--- config.mk ---
export PLATFORM = sky130hd
export DESIGN_NAME = decode_stage
export DESIGN_NICKNAME = d
export VERILOG_FILES = /design/src/rtl/decode_stage.sv
export SDC_FILE = /design/constraint.sdc
export NUM_CORES = 2
export LEC_CHECK = 0
export BUFFER_PORTS_ARGS = -buffer_cell sky130_fd_sc_hd__buf_4
export CELL_PAD_IN_SITES_DETAIL_PLACEMENT = 0
export CELL_PAD_IN_SITES_GLOBAL_PLACEMENT = 2
export CORE_MARGIN = 3
export CORE_UTILIZATION = 35
export DETAILED_ROUTE_END_ITERATION = 10
export PLACE_DENSITY_LB_ADDON = 0.12
export SETUP_SLACK_MARGIN = 0.02
export SLEW_MARGIN = 15
export SYNTH_ARGS = -nofsm -noshare
export SYNTH_HDL_FRONTEND = slang
export SYNTH_SLANG_ARGS = --single-unit
--- constraint.sdc ---
create_clock -name clk -period 3.4 [get_ports clk]
set_clock_uncertainty 0.2 [all_clocks]
set_input_delay 0.17 -clock clk [delete_from_list [all_inputs] [get_ports clk]]
set_output_delay 0.17 -clock clk [all_outputs]
set_load 0.03 [all_outputs]
--- src/rtl/decode_stage.sv ---
// decode_stage: RV32I integer decode + 32-entry register file feeding the EX operand interface.
// Latency: one cycle from IF accept to registered EX outputs; one instruction per cycle max.
// Backpressure: if_ready drops while EX holds a valid word unconsumed; ex_* hold stable meanwhile.
// Optional feature macro: ID_WB_BYPASS_EN (writeback-to-operand bypass in the accept cycle).

package alu_pkg;
  localparam logic [4:0] ALU_ADD   = 5'd0;
  localparam logic [4:0] ALU_SUB   = 5'd1;
  localparam logic [4:0] ALU_SLL   = 5'd2;
  localparam logic [4:0] ALU_SLT   = 5'd3;
  localparam logic [4:0] ALU_SLTU  = 5'd4;
  localparam logic [4:0] ALU_XXOR  = 5'd5;
  localparam logic [4:0] ALU_SRL   = 5'd6;
  localparam logic [4:0] ALU_SRA   = 5'd7;
  localparam logic [4:0] ALU_OOR   = 5'd8;
  localparam logic [4:0] ALU_AAND  = 5'd9;
  localparam logic [4:0] ALU_ADDI  = 5'd10;
  localparam logic [4:0] ALU_SLTI  = 5'd11;
  localparam logic [4:0] ALU_SLTIU = 5'd12;
  localparam logic [4:0] ALU_XORI  = 5'd13;
  localparam logic [4:0] ALU_ORI   = 5'd14;
  localparam logic [4:0] ALU_ANDI  = 5'd15;
  localparam logic [4:0] ALU_SLLI  = 5'd16;
  localparam logic [4:0] ALU_SRLI  = 5'd17;
  localparam logic [4:0] ALU_SRAI  = 5'd18;
  localparam logic [4:0] ALU_LUI   = 5'd19;
  localparam logic [4:0] ALU_AUIPC = 5'd20;
endpackage

module decode_stage #(
  parameter int WIDTH = 32
) (
  input  logic             clk,
  input  logic             rst_n,
  input  logic             if_valid,
  output logic             if_ready,
  input  logic [31:0]      if_instr,
  input  logic [WIDTH-1:0] if_pc,
  output logic             ex_valid,
  input  logic             ex_ready,
  output logic [WIDTH-1:0] ex_rs1,
  output logic [WIDTH-1:0] ex_rs2,
  output logic [31:0]      ex_imm,
  output logic [4:0]       ex_sel,
  output logic [WIDTH-1:0] ex_pc,
  output logic [4:0]       ex_rd_addr,
  output logic             ex_rd_we,
  output logic             ex_illegal,
  input  logic             wb_we,
  input  logic [4:0]       wb_addr,
  input  logic [WIDTH-1:0] wb_data,
  input  logic             flush
);
  import alu_pkg::*;

  localparam logic [6:0] OPC_OP     = 7'b0110011;
  localparam logic [6:0] OPC_OP_IMM = 7'b0010011;
  localparam logic [6:0] OPC_LUI    = 7'b0110111;
  localparam logic [6:0] OPC_AUIPC  = 7'b0010111;

  logic [WIDTH-1:0] r_regs [32];
  logic             r_valid;

  logic [6:0]       w_opc;
  logic [4:0]       w_rd;
  logic [2:0]       w_f3;
  logic [4:0]       w_rs1_addr;
  logic [4:0]       w_rs2_addr;
  logic [6:0]       w_f7;
  logic [31:0]      w_imm_i;
  logic [31:0]      w_imm_u;
  logic [4:0]       w_sel;
  logic [31:0]      w_imm;
  logic             w_legal;
  logic [WIDTH-1:0] w_rs1_val;
  logic [WIDTH-1:0] w_rs2_val;
  logic             w_if_ready;
  logic             w_accept;

  assign w_opc      = if_instr[6:0];
  assign w_rd       = if_instr[11:7];
  assign w_f3       = if_instr[14:12];
  assign w_rs1_addr = if_instr[19:15];
  assign w_rs2_addr = if_instr[24:20];
  assign w_f7       = if_instr[31:25];
  assign w_imm_i    = {{20{if_instr[31]}}, if_instr[31:20]};
  assign w_imm_u    = {if_instr[31:12], 12'b0};

  // Stage can take a new word when empty or when EX drains the current one this cycle.
  assign w_if_ready = rst_n & (~r_valid | ex_ready);
  assign w_accept   = if_valid & w_if_ready;
  assign if_ready   = w_if_ready;
  assign ex_valid   = r_valid;

  // Instruction decode: illegal encodings fall through as add with no immediate.
  always_comb begin
    w_sel   = ALU_ADD;
    w_imm   = 32'd0;
    w_legal = 1'b0;
    case (w_opc)
      OPC_OP: begin
        if (w_f7 == 7'b0000000) begin
          w_legal = 1'b1;
          case (w_f3)
            3'b000:  w_sel = ALU_ADD;
            3'b001:  w_sel = ALU_SLL;
            3'b010:  w_sel = ALU_SLT;
            3'b011:  w_sel = ALU_SLTU;
            3'b100:  w_sel = ALU_XXOR;
            3'b101:  w_sel = ALU_SRL;
            3'b110:  w_sel = ALU_OOR;
            default: w_sel = ALU_AAND;
          endcase
        end else if (w_f7 == 7'b0100000 && w_f3 == 3'b000) begin
          w_legal = 1'b1;
          w_sel   = ALU_SUB;
        end else if (w_f7 == 7'b0100000 && w_f3 == 3'b101) begin
          w_legal = 1'b1;
          w_sel   = ALU_SRA;
        end
      end
      OPC_OP_IMM: begin
        w_imm = w_imm_i;
        case (w_f3)
          3'b000: begin w_legal = 1'b1; w_sel = ALU_ADDI;  end
          3'b010: begin w_legal = 1'b1; w_sel = ALU_SLTI;  end
          3'b011: begin w_legal = 1'b1; w_sel = ALU_SLTIU; end
          3'b100: begin w_legal = 1'b1; w_sel = ALU_XORI;  end
          3'b110: begin w_legal = 1'b1; w_sel = ALU_ORI;   end
          3'b111: begin w_legal = 1'b1; w_sel = ALU_ANDI;  end
          3'b001: begin
            if (w_f7 == 7'b0000000) begin w_legal = 1'b1; w_sel = ALU_SLLI; end
          end
          default: begin
            if (w_f7 == 7'b0000000) begin
              w_legal = 1'b1;
              w_sel   = ALU_SRLI;
            end else if (w_f7 == 7'b0100000) begin
              w_legal = 1'b1;
              w_sel   = ALU_SRAI;
            end
          end
        endcase
        if (!w_legal) begin
          w_imm = 32'd0;
        end
      end
      OPC_LUI: begin
        w_legal = 1'b1;
        w_sel   = ALU_LUI;
        w_imm   = w_imm_u;
      end
      OPC_AUIPC: begin
        w_legal = 1'b1;
        w_sel   = ALU_AUIPC;
        w_imm   = w_imm_u;
      end
      default: ;
    endcase
  end

  // Operand read; x0 is never written so it always reads zero.
`ifdef ID_WB_BYPASS_EN
  assign w_rs1_val = (wb_we && wb_addr != 5'd0 && wb_addr == w_rs1_addr) ? wb_data : r_regs[w_rs1_addr];
  assign w_rs2_val = (wb_we && wb_addr != 5'd0 && wb_addr == w_rs2_addr) ? wb_data : r_regs[w_rs2_addr];
`else
  assign w_rs1_val = r_regs[w_rs1_addr];
  assign w_rs2_val = r_regs[w_rs2_addr];
`endif

  // Register file write port; flush does not touch architectural state.
  always_ff @(posedge clk or negedge rst_n) begin
    if (!rst_n) begin
      for (int i = 0; i < 32; i++) begin
        r_regs[i] <= '0;
      end
    end else if (wb_we && wb_addr != 5'd0) begin
      r_regs[wb_addr] <= wb_data;
    end
  end

  // EX output register: flush beats accept, accept beats drain, otherwise hold.
  always_ff @(posedge clk or negedge rst_n) begin
    if (!rst_n) begin
      r_valid    <= 1'b0;
      ex_rs1     <= '0;
      ex_rs2     <= '0;
      ex_imm     <= '0;
      ex_sel     <= '0;
      ex_pc      <= '0;
      ex_rd_addr <= '0;
      ex_rd_we   <= 1'b0;
      ex_illegal <= 1'b0;
    end else if (flush) begin
      r_valid <= 1'b0;
    end else if (w_accept) begin
      r_valid    <= 1'b1;
      ex_rs1     <= w_rs1_val;
      ex_rs2     <= w_rs2_val;
      ex_imm     <= w_imm;
      ex_sel     <= w_sel;
      ex_pc      <= if_pc;
      ex_rd_addr <= w_rd;
      ex_rd_we   <= w_legal & (w_rd != 5'd0);
      ex_illegal <= ~w_legal;
    end else if (ex_ready) begin
      r_valid <= 1'b0;
    end
  end

endmodule
# After elaboration in Yosys (flattened, before gate mapping)
# Index checks and enable logic that the tools add are counted.
# classes
add_sub_neg,0
mul,0
div_mod_pow,0
order_cmp,4
eq_ne,12
shifts,0
mux,32
bitwise,10
reduce_logical,12
# ops
operator,n
bitwise mux 1024 bit,1
binary-select mux 32 bit (select 5 bit),2
two-way mux 32 bit,6
demux 32 bit (select 5 bit),1
one-hot mux 32 bit (2 select lines),1
one-hot mux 5 bit (7 select lines),1
one-hot mux 4 bit (7 select lines),1
== test 7 x 6 -> 1 bit (second input constant),3
two-way mux 5 bit,4
one-hot mux 5 bit (4 select lines),1
>= comparator 6 bit (second input constant),3
NOT 5 -> 6 bit,3
== test 7 x 5 -> 1 bit (second input constant),2
== test 3 bit (second input constant),4
two-way mux 1 bit,10
nonzero test 5 bit,2
zero test 7 bit,1
== test 3 x 2 -> 1 bit (second input constant),2
less-than comparator 6 x 1 -> 1 bit (second input constant),1
two-way mux 3 bit,2
OR reduction 6 bit,1
logical AND 1 bit,4
AND 1 bit,3
== test 3 x 1 -> 1 bit (second input constant),1
other kinds (8),10
# totals
reg_bits,1165
latchBits,0
mem_bits_rw,0
rom_bits,0
out_inout_bits,142
wordCells,111
mem_count,0

# Longest topological paths before layout
# depth
ltp_word,7
ltp_mapped,8
depth_no_buf,5

# Least setup slack after synthesis
# OpenSTA, ideal clock, no wires.
# synth_timing
path_type,reg2reg
start,register r_valid (netlist: ex_valid)
end,register ex_pc[21]
setup_ns,0.066
t_arrival_ns,1.947
required_time_ns,3.134
slack_ns,1.187
path_stages_with_launch,9
path_buffers,3
synth_period_minus_slack_ns,2.213
path_cell_list,dfrtp_1 > nand2b_1 > and2_1 > and3b_1 > clkbuf_1 > clkbuf_1 > clkbuf_1 > nand2_1 > nand2_1
# synth_via
elab_chain_len,5
# synth_lines
item,line,text
"start, declared",62,logic r_valid;
"start signal, assigned",185,r_valid <= 1'b0;
"start signal, assigned",195,r_valid <= 1'b0;
"start signal, assigned",197,r_valid <= 1'b1;
NOT 1 bit,90,assign w_if_ready = rst_n & (~r_valid | ex_ready);
bitwise OR 1 bit,90,
AND 1 bit,90,
named net if_ready,36,"output logic if_ready,"
AND 1 bit,91,assign w_accept = if_valid & w_if_ready;
AND reduction 2 bit (no line),n/a,
"end signal, assigned",202,ex_pc <= if_pc;
"end, declared",45,"output logic [WIDTH-1:0] ex_pc,"
# The timed path passes the listed nets, and every way through them passes these cells.
# A chain may end at the register's enable or synchronous reset.

# Worst setup path after layout
# layout_timing
start,input port rst_n
end,register ex_imm[26]
# layout_via
elab_chain_len,3
# layout_lines
item,line,text
"start, declared",34,"input logic rst_n,"
AND 1 bit,90,
AND 1 bit,91,
AND reduction 2 bit (no line),n/a,
"end signal, assigned",200,ex_imm <= w_imm;
"end, declared",43,"output logic [31:0] ex_imm,"
# Every way passes these cells.

==> impl_metrics.json <==
{
  "timing.final.setup_violations": 0,
  "hold_buf_cts": 160,
  "rsz0062_at_grt": "no",
  "coreArea_sq_um": 173000,
  "cts_tree": "done",
  "gpl.final_weighted_congestion": 0.757,
  "path_clk_slew_ps": 60,
  "yosysWarningCount": 0,
  "initial_detailed_routing_violation_count": 2765,
  "syn_nets": 4940,
  "worstMarginPinSlew_ps": 1140,
  "drive_above_1_share_pct": 30.8,
  "drc_errors": 0,
  "synthesis.area_per_instance_sq_um": 12.7,
  "ys_async_sr_fraction_pct": 100,
  "crit_fanout": 19,
  "gr-total-overflow": 0,
  "finalWorstPathRequiredPeriod_ps": 3140,
  "power-per-cell-area_nw_per_um2": 592,
  "routed_wirelength_um": 233000,
  "worstSetupEndpointType": "flip-flop",
  "run_status": "finished, final reports clean",
  "track_usage_pct": 25.5,
  "fin_cells": 7470,
  "post_synth_instance_area_sq_um": 61200,
  "synth_cells": 4833,
  "design.final.nets": 5154,
  "floorplan.initialDensity_pct": 35.4,
  "first_pass_iters": 8,
  "floorplan.die_area_sq_um": 180000,
  "max_freq_mhz": 318,
  "detailed_place_hpwl_um": 134000,
  "slew_headroom_pct": 24.3,
  "wire_length_of_the_first_global_routing_pass_um": 336000,
  "io-pin-count": 249,
  "ys_seq_elements": 1165,
  "grt_start_max_net_pins": 146,
  "commonest_non_fill_non_tap_cells_in_the_layout": "1165 x sky130_fd_sc_hd__dfrtp_1, 1025 x sky130_fd_sc_hd__mux2i_1, 794 x sky130_fd_sc_hd__mux2_2",
  "timing.final.hold_violations": 0,
  "layout_commonest_cell": "sky130_fd_sc_hd__dfrtp_1",
  "cp-start-kind": "primary input",
  "worstPathRequired_ps": 3900,
  "vias_per_cell": 5.71,
  "vias": 42700,
  "final_min_period_over_clock_period_pct": 92.3,
  "min-delay-path-class": "in2reg",
  "post_cts_buffers": 0,
  "cell_at_the_root_of_the_clock_tree": "sky130_fd_sc_hd__clkbuf_16",
  "clock_insertion_delay_worst_skew_ps": 780,
  "report.final.slew_viol_count": 0,
  "crit_arrival_ps": 3640,
  "share_of_synthesized_area_occupied_by_flip_flops_and_latches_pct": 47.6,
  "clk_path_buf_depth": 3,
  "cts_made_buffers": 146,
  "die-height_um": 424,
  "dpl_worst_slack_ps": 454,
  "critPathKind": "in2reg",
  "setup_tns_ps": 0,
  "vias_in_the_first_global_route": 44200,
  "area_delta_synth_final_pct": 18.7,
  "postLayoutSetupSlackWorst_ps": 260,
  "p_leak_nw": 34.1,
  "drt-wirelength-per-cell_um": 31.2,
  "die_width_um": 424,
  "drt.antenna.violating_nets": 0,
  "clock-sinks": 1165,
  "antenna_found_initial": 9,
  "layout_fillers": 16300,
  "irDropWorstVdd_v": 0.000461,
  "synth-edff-count": 0,
  "htree_num_levels": 4,
  "number_of_resized_instances_in_the_post_cts_repair_step": 0,
  "ys_dominant_reg_cell": "sky130_fd_sc_hd__dfrtp_1",
  "rows": 152,
  "synth_cell_types": 53,
  "port-buffer-count": 248,
  "maxCapViolCount": 0,
  "place.detailed.instances": 7049
}
[path summary, 6_finish.rpt]
path / from / to / slack, ps / cells past startpoint
min in group asynchronous: rst_n / ex_sel[2] / 460 / 4
worst max-delay path: rst_n / ex_imm[26] / 260 / 8
worst max register to register: ex_valid / ex_imm[26] / 560 / 6
worst min-delay path: if_instr[18] / ex_imm[18] / 70 / 3
worst min register to register: r_regs[999] / r_regs[999] / 200 / 0
max in group asynchronous: rst_n / r_regs[516] / 1120 / 5
[Yosys cell counts, types with 2 or more instances]
cell type                  number  area [sq um]
sky130_fd_sc_hd__a221oi_2      26           390
sky130_fd_sc_hd__a22oi_1      256          1920
sky130_fd_sc_hd__nand2b_1       8          50.1
sky130_fd_sc_hd__and2_1         5          31.3
sky130_fd_sc_hd__nor3_1         2          10.0
sky130_fd_sc_hd__a221oi_1     102           893
sky130_fd_sc_hd__mux2_1       198          2230
sky130_fd_sc_hd__nand2_1      224           841
sky130_fd_sc_hd__nand3_1        4          20.0
sky130_fd_sc_hd__nor2b_1        8          50.1
sky130_fd_sc_hd__clkbuf_1     293          1100
sky130_fd_sc_hd__a22o_1       132          1160
sky130_fd_sc_hd__o31ai_1        2          15.0
sky130_fd_sc_hd__a21boi_0       2          15.0
sky130_fd_sc_hd__dfrtp_1     1165         29200
sky130_fd_sc_hd__and3_1         2          12.5
sky130_fd_sc_hd__o21ai_0       16          80.1
sky130_fd_sc_hd__nor2_1        28           105
sky130_fd_sc_hd__and3b_1        2          17.5
sky130_fd_sc_hd__buf_6         21           236
sky130_fd_sc_hd__nor3b_1        5          37.5
sky130_fd_sc_hd__buf_1         63           236
sky130_fd_sc_hd__buf_4         63           473
sky130_fd_sc_hd__buf_8          2          30.0
sky130_fd_sc_hd__nand3b_1       5          37.5
sky130_fd_sc_hd__mux2i_1     1025         10300
sky130_fd_sc_hd__a221o_1       19           190
sky130_fd_sc_hd__buf_2         72           360
sky130_fd_sc_hd__mux2_2       794          8940
sky130_fd_sc_hd__a21oi_1      134           671
sky130_fd_sc_hd__or2_2          3          18.8
sky130_fd_sc_hd__o22ai_1       65           407
sky130_fd_sc_hd__o211ai_1       2          15.0
sky130_fd_sc_hd__a31oi_1        2          12.5
sky130_fd_sc_hd__inv_1          2          7.51
sky130_fd_sc_hd__o41ai_2       64          1040
[per-layer routing]
| layer | share of wire (%) | wire length [um] | track usage [%] | up-vias |
|---|---|---|---|---|
| met2 | 47 | 110000 | 41.8 | 910 |
| met3 | 3.2 | 7530 | 2.86 | 316 |
| met5 | 0.0056 | 13 | 0 | - |
| met1 | 47 | 109000 | 35.6 | 22800 |
| li1 | - | - | - | 18600 |
| met4 | 2.9 | 6840 | 7.42 | 2 |
[cells by family (layout without fill, tap and decap cells)]
| group | Yosys count | count (layout) | synth area share (%) |
|---|---|---|---|
| other | 0 | 2 | 0 |
| xor gates and xnor gates | 2 | 2 | 0.0286 |
| AOI/OAI and AO/OA | 830 | 830 | 11.2 |
| muxes | 2017 | 2017 | 35.0 |
| buffers and inverters | 517 | 842 | 4.00 |
| DFF | 1165 | 1165 | 47.6 |
| and+or+nand+nor | 302 | 302 | 2.09 |
[per-stage QoR]
step / total power, mW / hold WS (ps) / utilization [%] / instance area [sq um]
2_1_floorplan: 24.0 / -326 / - / 61200
3_3_place_gp: 27.1 / -140 / 38.3 / 66200
3_5_place_dp: 27.2 / -141 / 38.3 / 66200
4_1_cts: 43.5 / 5.30 / 42.1 / 72700
5_1_grt: 45.1 / 43.7 / 42.1 / 72700
6_report: 43.0 / 70.5 / 42.1 / 72700
[flip-flops by register name, summed over array words and instances, names as in the netlist]
| register | cells |
|---|---|
| ex_rd_we | 1 |
| ex_rs2 | 32 |
| ex_sel | 5 |
| ex_rd_addr | 5 |
| ex_illegal | 1 |
| ex_valid | 1 |
| ex_rs1 | 32 |
| ex_imm | 32 |
| r_regs | 1024 |
| ex_pc | 32 |
[cell type report]
| type | instances | area [sq um] | share of cell area [%] |
|---|---|---|---|
| inverters | 2 | 7.51 | 0.0103 |
| clock buffers | 224 | 4510 | 6.20 |
| flip-flops and latches | 1165 | 29200 | 40.1 |
| diodes | 2 | 5.00 | 0.00689 |
| clock inverters | 35 | 369 | 0.508 |
| repair buffers | 581 | 5790 | 7.97 |
| well taps | 2310 | 2890 | 3.98 |
| multi-input cells | 3151 | 30000 | 41.2 |
[critical path: stages]
cell,delay (ps)
sky130_fd_sc_hd__dlygate4sd3_1,550
sky130_fd_sc_hd__dlygate4sd3_1,660
sky130_fd_sc_hd__buf_12,180
sky130_fd_sc_hd__nand4b_1,250
sky130_fd_sc_hd__nor2_1,260
sky130_fd_sc_hd__and4_1,790
sky130_fd_sc_hd__a221o_1,210
sky130_fd_sc_hd__dlygate4sd3_1,550
[power breakdown]
group / internal (mW) / switching [mW]
Combinational: 4.25 / 4.34
Sequential: 16.4 / 2.11
Clock: 9.61 / 6.28
Total: 30.3 / 12.7
No activity file was read; power rests on OpenSTA's default activity.
